File: config.mk
export PLATFORM = sky130hd
export DESIGN_NAME = mem_line_arbiter
export DESIGN_NICKNAME = d
export VERILOG_FILES = /design/src/rtl/mem_line_arbiter.sv
export SDC_FILE = /design/constraint.sdc
export NUM_CORES = 1
export LEC_CHECK = 0
export CAP_MARGIN = 20
export CORE_AREA = 2 2 269 271
export DETAILED_ROUTE_END_ITERATION = 8
export DIE_AREA = 0 0 271 273
export GPL_ROUTABILITY_DRIVEN = 0
export PLACE_DENSITY = 0.49
export SLEW_MARGIN = 10
export SYNTH_ARGS = -nofsm -noshare
export SYNTH_HDL_FRONTEND = slang
export SYNTH_SLANG_ARGS = --single-unit
export TNS_END_PERCENT = 100
File: constraint.sdc
create_clock -name clk -period 1.9 [get_ports clk]
set_input_delay 0.38 -clock clk [delete_from_list [all_inputs] [get_ports clk]]
set_output_delay 0.38 -clock clk [all_outputs]
set_load 0.03 [all_outputs]
File: src/rtl/mem_line_arbiter.sv
// ---------------------------------------------------------------------------
// mem_line_arbiter
//
// Shares one 128-bit line-wide memory port between the instruction cache
// (line reads only) and the data cache (line reads and line writes).
//
// Each access runs through three phases:
//   1. Grant one requester and latch its command.
//   2. Hold the command on the memory port for MEM_LAT cycles.
//   3. Return the line to the granted requester with a one-cycle valid pulse.
//
// Optional feature macro:
//   MEM_ARB_RR_EN  when defined, conflicts are resolved round-robin using the
//                  last granted requester. When undefined (default), the dcache
//                  wins every conflict.
//
// Parameters:
//   LINE_BITS  line-index width (byte address bits [19:4])
//   LINE_W     line data width, four 32-bit words, word0 in [31:0]
//   MEM_LAT    memory access cycles, 1..255
//
// Ports:
//   clk, rst_n                      clock, asynchronous active-low reset
//   Ic_mem_req / Ic_mem_addr        icache line-read request, held until F_mem_valid
//   F_mem_inst / F_mem_valid        line returned to icache, one-cycle valid pulse
//   Dc_mem_req / Dc_mem_we          dcache request (held until M_mem_valid), write flag
//   Dc_mem_addr / Dc_mem_wdata      dcache line index, eviction line
//   M_mem_data / M_mem_valid        read line to dcache, one-cycle valid / write-done pulse
//   mem_req / mem_we                memory access in progress, write enable
//   mem_addr / mem_wdata            memory line index, write line
//   mem_rdata                       memory read line, valid in the final BUSY cycle
// ---------------------------------------------------------------------------
module mem_line_arbiter #(
    parameter int LINE_BITS = 16,
    parameter int LINE_W    = 128,
    parameter int MEM_LAT   = 4
) (
    input  logic                 clk,
    input  logic                 rst_n,
    input  logic                 Ic_mem_req,
    input  logic [LINE_BITS-1:0] Ic_mem_addr,
    output logic [LINE_W-1:0]    F_mem_inst,
    output logic                 F_mem_valid,
    input  logic                 Dc_mem_req,
    input  logic                 Dc_mem_we,
    input  logic [LINE_BITS-1:0] Dc_mem_addr,
    input  logic [LINE_W-1:0]    Dc_mem_wdata,
    output logic [LINE_W-1:0]    M_mem_data,
    output logic                 M_mem_valid,
    output logic                 mem_req,
    output logic                 mem_we,
    output logic [LINE_BITS-1:0] mem_addr,
    output logic [LINE_W-1:0]    mem_wdata,
    input  logic [LINE_W-1:0]    mem_rdata
);

    typedef enum logic [1:0] {
        ST_IDLE = 2'd0,
        ST_BUSY = 2'd1,
        ST_RESP = 2'd2
    } state_t;

    typedef enum logic {
        OWN_IC = 1'b0,
        OWN_DC = 1'b1
    } owner_t;

    localparam logic [7:0] LAST_CNT = 8'(MEM_LAT - 1);

    state_t               r_state;
    owner_t               r_owner;
    owner_t               r_lastGrant;
    logic [7:0]           r_cnt;
    logic                 r_memReq;
    logic                 r_memWe;
    logic [LINE_BITS-1:0] r_memAddr;
    logic [LINE_W-1:0]    r_memWdata;
    logic [LINE_W-1:0]    r_fInst;
    logic                 r_fValid;
    logic [LINE_W-1:0]    r_mData;
    logic                 r_mValid;

    logic                 w_anyReq;
    logic                 w_grantDc;

    assign w_anyReq = Ic_mem_req | Dc_mem_req;

`ifdef MEM_ARB_RR_EN
    // A single requester always wins. On a conflict the dcache wins only
    // when the icache had the previous grant.
    assign w_grantDc = Dc_mem_req & (~Ic_mem_req | (r_lastGrant == OWN_IC));
`else
    // Fixed priority: the dcache wins every conflict. The grant history is
    // still tracked so both builds hold the same state.
    logic w_unusedLastGrant;
    assign w_grantDc         = Dc_mem_req;
    assign w_unusedLastGrant = r_lastGrant;
`endif

    // Single controller. Every output is a register, so the memory port and
    // both response ports change only on clock edges or on reset.
    // Reset drops any in-flight access. A requester that still holds its
    // request simply re-arbitrates once reset is released.
    always_ff @(posedge clk or negedge rst_n) begin
        if (!rst_n) begin
            r_state     <= ST_IDLE;
            r_owner     <= OWN_IC;
            r_lastGrant <= OWN_IC;
            r_cnt       <= 8'd0;
            r_memReq    <= 1'b0;
            r_memWe     <= 1'b0;
            r_memAddr   <= '0;
            r_memWdata  <= '0;
            r_fInst     <= '0;
            r_fValid    <= 1'b0;
            r_mData     <= '0;
            r_mValid    <= 1'b0;
        end else begin
            case (r_state)
                ST_IDLE: begin
                    r_fValid <= 1'b0;
                    r_mValid <= 1'b0;
                    if (w_anyReq) begin
                        r_cnt    <= 8'd0;
                        r_memReq <= 1'b1;
                        r_state  <= ST_BUSY;
                        if (w_grantDc) begin
                            r_owner     <= OWN_DC;
                            r_lastGrant <= OWN_DC;
                            r_memWe     <= Dc_mem_we;
                            r_memAddr   <= Dc_mem_addr;
                            r_memWdata  <= Dc_mem_wdata;
                        end else begin
                            r_owner     <= OWN_IC;
                            r_lastGrant <= OWN_IC;
                            r_memWe     <= 1'b0;
                            r_memAddr   <= Ic_mem_addr;
                        end
                    end
                end

                // Requester inputs are ignored here. The last edge captures
                // the read line; on a write the dcache data register keeps
                // its old value.
                ST_BUSY: begin
                    if (r_cnt == LAST_CNT) begin
                        r_cnt    <= 8'd0;
                        r_memReq <= 1'b0;
                        r_memWe  <= 1'b0;
                        r_state  <= ST_RESP;
                        if (r_owner == OWN_IC) begin
                            r_fInst  <= mem_rdata;
                            r_fValid <= 1'b1;
                        end else begin
                            if (!r_memWe) begin
                                r_mData <= mem_rdata;
                            end
                            r_mValid <= 1'b1;
                        end
                    end else begin
                        r_cnt <= r_cnt + 8'd1;
                    end
                end

                // The valid pulse lasts exactly one cycle. Arbitration waits
                // for the following IDLE cycle.
                ST_RESP: begin
                    r_fValid <= 1'b0;
                    r_mValid <= 1'b0;
                    r_state  <= ST_IDLE;
                end

                default: begin
                    r_state <= ST_IDLE;
                end
            endcase
        end
    end

    assign mem_req     = r_memReq;
    assign mem_we      = r_memWe;
    assign mem_addr    = r_memAddr;
    assign mem_wdata   = r_memWdata;
    assign F_mem_inst  = r_fInst;
    assign F_mem_valid = r_fValid;
    assign M_mem_data  = r_mData;
    assign M_mem_valid = r_mValid;

endmodule

==> run_results.csv <==
group,metric,value,unit
sta,finalSetupTns,-33.39,ns
status,outcome,"finished, violations left",
cells_and_area,final_core_util,36.9,%
power_and_ir_drop,vdd_drop_max,556,uV
power_and_ir_drop,p_seq_share,44.5,%
setup_path,crit_slowest_cell,"or3b_4",
power_and_ir_drop,swShare,22.5,%
setup_path,cp_max_fo,16,
global_route,grt_max_degree,62,
power_and_ir_drop,power_density,778,nW/um^2
sta,finalHoldViolCount,0,
global_route,grt_pass1_wl,78900,um
placed_design,placedCellCount,2610,
status,violations,"setup timing",
cts,cts_root_buf,"clkbuf_16",
power_and_ir_drop,netSwitchingPower,4.57,mW
sta,fin_hold_ws,0.325,ns
setup_path,worstSetupPathType,"register to register",
cts,numCtsBuffers,49,
cts,clock_latency,0.58,ns
global_route,grt_overflow,0,
detailed_routing,detail_route.vias_per_cell,4.01,
placed_design,place_area,24200,um^2
sta,fin_skew,0.0176,ns
detailed_routing,vias,11000,
power_and_ir_drop,leakage,13.3,nW
sta,fin_crit_sh,109,%
yosys,syn_area_per_cell,16.5,um^2
worst_hold_path,hold_class,"input port to asynchronous set/reset pin",
global_route,antenna_found_initial,2,
cts,cts_max_path_buffers,3,
setup_path,crit_required,2.35,ns
placed_design,port_buffers,696,
cells_and_area,instances_no_fill,2732,
sta,slew_viol_final,0,
yosys,syn_nets,1244,
sta,setup_viol,256,
cts,htree_levels,2,
floorplanning,fp-row-count,98,
floorplanning,io-pin-count,697,
detailed_routing,wl,53600,um
sta,tightest_slew,0.481,ns
yosys,ys_types,31,
cells_and_area,stdcell_area,26200,um^2
setup_path,endpoint,"M_mem_data[31]",
floorplanning,fp.dieH,273,um
floorplanning,core,71000,um^2
detailed_routing,drc,0,
setup_path,path_cells,"ha_2, nor4b_4, nand3_2, or3b_4, buf_12, buf_16, mux2_2",
yosys,synth_seq_area_share,66.2,%
power_and_ir_drop,power.share.clock,47.9,%
cts,cts_tree,"done",
cells_and_area,nets,2036,
setup_path,rr_endpoint,"M_mem_data[31]",
setup_path,reg2reg_depth,7,
sta,slew_headroom,67.9,%
floorplanning,die_x,271,um
yosys,ys_seq_elements,415,
sta,rsz0062_at_grt,"true",
cts,clkSinkCount,415,
cells_and_area,drive_above_1_share,31.9,%
setup_path,crit_start,"r_cnt[1]",
setup_path,cpPeakStageDelay,0.42,ns
detailed_routing,detail_route.first_pass.iterations,4,
placed_design,pre_cts_ws,-0.259,ns
placed_design,dp_hpwl,38800,um
setup_path,crit_path_end_kind,"register",
sta,final.min_clock_period,2.08,ns
detailed_routing,drtIter0Drc,257,
cts,clk_pin_slew,0.06,ns
global_route,grt_pass1_vias,12200,
cells_and_area,syn_to_final_growth,66.9,%
power_and_ir_drop,pwr-share-comb,7.6,%
floorplanning,dieArea,74000,um^2
sta,clock.fmax,0.482,GHz
power_and_ir_drop,internal-power,15.8,mW
yosys,syn_inst,949,
yosys,synth_area,15700,um^2
flow_run,cap_violations,0,
setup_path,arrival,2.53,ns
floorplanning,start_util,22.1,%
setup_path,regToRegSetupSlack,-0.18,ns
detailed_routing,avgRoutedWirePerCell,19.6,um
detailed_routing,antenna_left,0,
yosys,yosysWarnings,0,
global_route,grt_util_all_layers,13.9,%
setup_path,reg2reg_from,"r_cnt[1]",
power_and_ir_drop,total_power,20.4,mW
setup_path,crit_path_start_kind,"register",
sta,fin_ws,-0.176,ns
-- repair_timing --
item,CTS,global route
setup endpoints to repair,659,257
gates resized for setup,447,6
hold buffers,1,0
setup buffers,10,3
hold endpoints to repair,26,0
pin swaps,2,1
gates cloned,10,7
-- logic make-up after synthesis --
| logic type | count (synthesis) | share of synthesized area, % |
|---|---|---|
| AOI/OAI and AO/OA | 27 | 0.973 |
| xor gates and xnor gates | 5 | 0.279 |
| adders and majority gates | 2 | 0.160 |
| buffers and inverters | 49 | 2.15 |
| DFF | 415 | 66.2 |
| muxes | 400 | 28.6 |
| and+or+nand+nor | 51 | 1.62 |
-- power by group through the flow --
stage | clock, mW | sequential (mW) | combinational, mW
floorplan | 0 | 9.49 | 0.151
global placement | 0 | 9.21 | 1.67
detailed placement | 0 | 9.21 | 1.68
CTS | 10.1 | 9.05 | 1.59
global route | 10.5 | 9.06 | 1.67
finish | 9.75 | 9.05 | 1.56
-- per-layer routing --
metal	GRT usage, %	part of all wire [%]
met1	15.2	37
met2	25.6	52
met3	4.84	8.1
met4	3.72	2.2
met5	0	0
-- state kept, by name (all words and copies together), names as in the netlist --
signal and flops:
mem_wdata 128, mem_we 1, r_cnt 8, r_state 2, mem_addr 16, mem_req 1
F_mem_inst 128, M_mem_valid 1, F_mem_valid 1, M_mem_data 128, r_owner 1
-- worst min-delay path by stage --
stage,from,to,slack [ns],cells past startpoint
floorplan,rst_n,F_mem_inst[0],0.08,0
global placement,rst_n,F_mem_inst[22],0.34,1
detailed placement,rst_n,F_mem_inst[22],0.34,1
CTS,rst_n,F_mem_inst[22],0.30,2
global route,rst_n,F_mem_inst[22],0.33,2
finish,rst_n,F_mem_inst[22],0.32,2
-- cell usage after synthesis, drive strengths merged --
cell,count,area share (%)
inv,1,0.024
a21o,2,0.096
nor4b,2,0.21
and2,1,0.040
nand4,1,0.040
a21oi,1,0.032
or3b,1,0.072
mux2,384,28
nand3,3,0.13
nor2,8,0.19
a22o,2,0.11
nand2,27,0.65
nor4,2,0.080
nor3,3,0.096
nor2b,1,0.040
ha,2,0.16
nand2b,1,0.040
xnor2,5,0.28
o21ai,21,0.67
or2,1,0.040
mux2i,16,1.0
dfrtp,415,66
buf,33,1.3
clkbuf,15,0.87
a32o,1,0.064
-- critical path, delay by kind of cell, from the launching register on --
family	cells	cell delay, ns
flops	1	0.35
simple gates	3	0.75
buf+inv	2	0.35
fa+ha+maj	1	0.19
mux	1	0.28
-- cell type report --
type | count | area (um^2)
diodes | 1 | 2.50
repair buffers | 789 | 7900
multi-input cells | 485 | 4980
flip-flops and latches | 415 | 10400
fillers | 6895 | 44800
clock inverters | 11 | 119
well taps | 950 | 1190
inverters | 1 | 3.75
clock buffers | 80 | 1600
-- cells in the final DEF, fill, tap and decap left out, types with 2 or more instances in the layout --
cell type        instances
a21o_1                   2
a22o_1                   2
buf_12                  23
buf_16                  14
buf_4                   41
buf_6                    4
buf_8                    6
bufinv_16                2
clkbuf_1                 8
clkbuf_16               57
clkbuf_8                21
clkdlybuf4s50_1        291
clkinv_2                 4
clkinvlp_4               4
dfrtp_1                415
dlygate4sd2_1          402
mux2_2                 383
mux2i_1                 16
nand2_1                 27
nand3_1                  2
nor2_1                   7
nor3_1                   3
nor4_1                   2
o21ai_0                 20
xnor2_1                  5
(Power assumes the default switching activity.)
==> RTL edit (config.mk and constraints unchanged) <==
Set the parameter `LINE_BITS` to 32 (it was 16).
--- a/src/rtl/mem_line_arbiter.sv
+++ b/src/rtl/mem_line_arbiter.sv
@@ -31,7 +31,7 @@
 //   mem_rdata                       memory read line, valid in the final BUSY cycle
 // ---------------------------------------------------------------------------
 module mem_line_arbiter #(
-    parameter int LINE_BITS = 16,
+    parameter int LINE_BITS = 32,
     parameter int LINE_W    = 128,
     parameter int MEM_LAT   = 4
 ) (
Ports: changed (resized Dc_mem_addr, Ic_mem_addr and mem_addr); port bits go from 697 to 745. The function was not compared with the original's and may differ.
==> RTL edit against the original RTL <==
  * The run still ends with setup timing left
  * Synthesized area rose by 7.0%
  * Count of clock-buffer cells in the layout is 1 lower
  * Routed wire length rose by 9.3%
  * Sequential cell count up 16
  * Cell area is 6.6% higher
  * Setup slack worse by 0.044 ns
Power is not compared: it rests on default switching activity, and its combinational part moved more than twofold at a synthesized area within 25%.
==> RTL edit: results (changes against the original RTL) <==
| Metric | Value |
|---|---|
| Status | complete, but fails checks (unchanged) |
| Failing checks | setup timing (unchanged) |
| Place WS | -0.281 ns (was -0.259 ns) |
| Lkg Pwr | 12.8 nW |
| Mean Syn Cell Area | 16.5 um2 (about the same) |
| Synth Net Count | 1,345 (was 1,244) |
| Synth Area in Compound Gates | 1.59% (was 0.973%) |
| Buffers on Ports | 744 (was 696) |
| Initial antenna violation count | 9 (was 2) |
| Wirelength, routed | 58,600 um (was 53,600 um) |
| Met1 wire length | 21,800 um (was 20,100 um) |
| Clk root buf | clkbuf_16 (unchanged) |
| Crit path arrival time | 2.57 ns (was 2.53 ns) |
| Seq/Total Area, Yosys | 64.3% (was 66.2%) |
| DR WL met3 | 4470 um (was 4360 um) |
| Crit Path Max Fanout | 7 (was 16) |
| Critical Path Max Stage Delay | 0.46 ns (was 0.42 ns) |
| GR peak layer | met2 (unchanged) |
| Synth Area in Adders | 0.149% (was 0.160%) |
| Placed Instance Area | 25,900 um2 (was 24,200 um2) |
| Slowest cell on the critical path | or3b_4 (unchanged) |
| Fill cells | 6,743 (was 6,895) |
| Post-route setup slack | -0.220 ns (was -0.176 ns) |
| Met2 Wirelength | 30,900 um (was 28,000 um) |
| Nets@finish | 2,191 (was 2,036) |
| Setup violators final | 256 (unchanged) |
| Share of layout cells above drive strength 1 | 30.3% (was 31.9%) |
| Top cells by count, synth | 431 x dfrtp_1, 284 x mux2_2, 100 x mux2_4, 40 x nor2_1, 34 x a21oi_1 (was 415 x dfrtp_1, 384 x mux2_2, 27 x nand2_1, 23 x buf_2, 20 x o21ai_0) |
| Final setup skew | 0.0130 ns (was 0.0176 ns) |
| First-pass GRT wire length | 85,500 um (was 78,900 um) |
| Via count | 11,700 (was 11,000) |
| Register-to-register setup slack | -0.22 ns (was -0.18 ns) |
| GR Util met2 | 27.9% (was 25.6%) |
| Vias in the first global route | 12,900 (was 12,200) |
| XOR/XNOR Fraction of Synth Area | 0.157% (was 0.279%) |
| Sw frac | 41.2% |
| Setup crit end | M_mem_data[80]$_DFFE_PN0P_ (was M_mem_data[31]$_DFFE_PN0P_) |
| Hold Path Class | input port to flop (was input port to async pin) |
| Slew @ Worst Pin | 0.609 ns (was 0.481 ns) |
| Yosys top cell by area | dfrtp_1 (unchanged) |
| Uppermost routed layer | met5 (was met4) |
| Number of CTS-inserted buffers | 50 (was 49) |
| Yosys cell types | 36 (was 31) |
| Post-synthesis mux area share | 30.0% (was 28.6%) |
| Setup_tns | -40.96 ns (was -33.39 ns) |
| Worst-path clk slew | 0.06 ns (about the same) |
| DR iter-0 viols | 368 (was 257) |
| Total GRT Usage | 15.2% (was 13.9%) |
==> RTL edit: changes by cell type after synthesis, moves of 5 or more <==
cell	delta
mux2i_1	+16
a21oi_1	+33
nand2_1	-23
clkbuf_1	+5
mux2_4	+100
clkbuf_8	-8
nor2_1	+32
mux2_2	-100
dfrtp_1	+16
o21ai_0	-17
buf_6	+8
==> RTL edit: cell type report <==
type                            count  area (um2)  area share, %
Tap cell                          950        1190           4.26
Antenna cell                        8        20.0         0.0718
Multi-Input combinational cell    532        5690           20.4
Clock inverter                     11         155          0.556
Timing Repair Buffer              849        8500           30.5
Sequential cell                   431       10800           38.7
Clock buffer                       79        1550           5.57
==> RTL edit: repair_timing <==
item / 4_1_cts / 5_1_grt
gates cloned: 10 / 8
resized for setup: 438 / 3
hold endpoints to repair: 27 / 0
endpoints found under the setup margin: 673 / 256
hold buffers: 1 / 0
pin swaps: 3 / 3
buffers inserted: 14 / 4
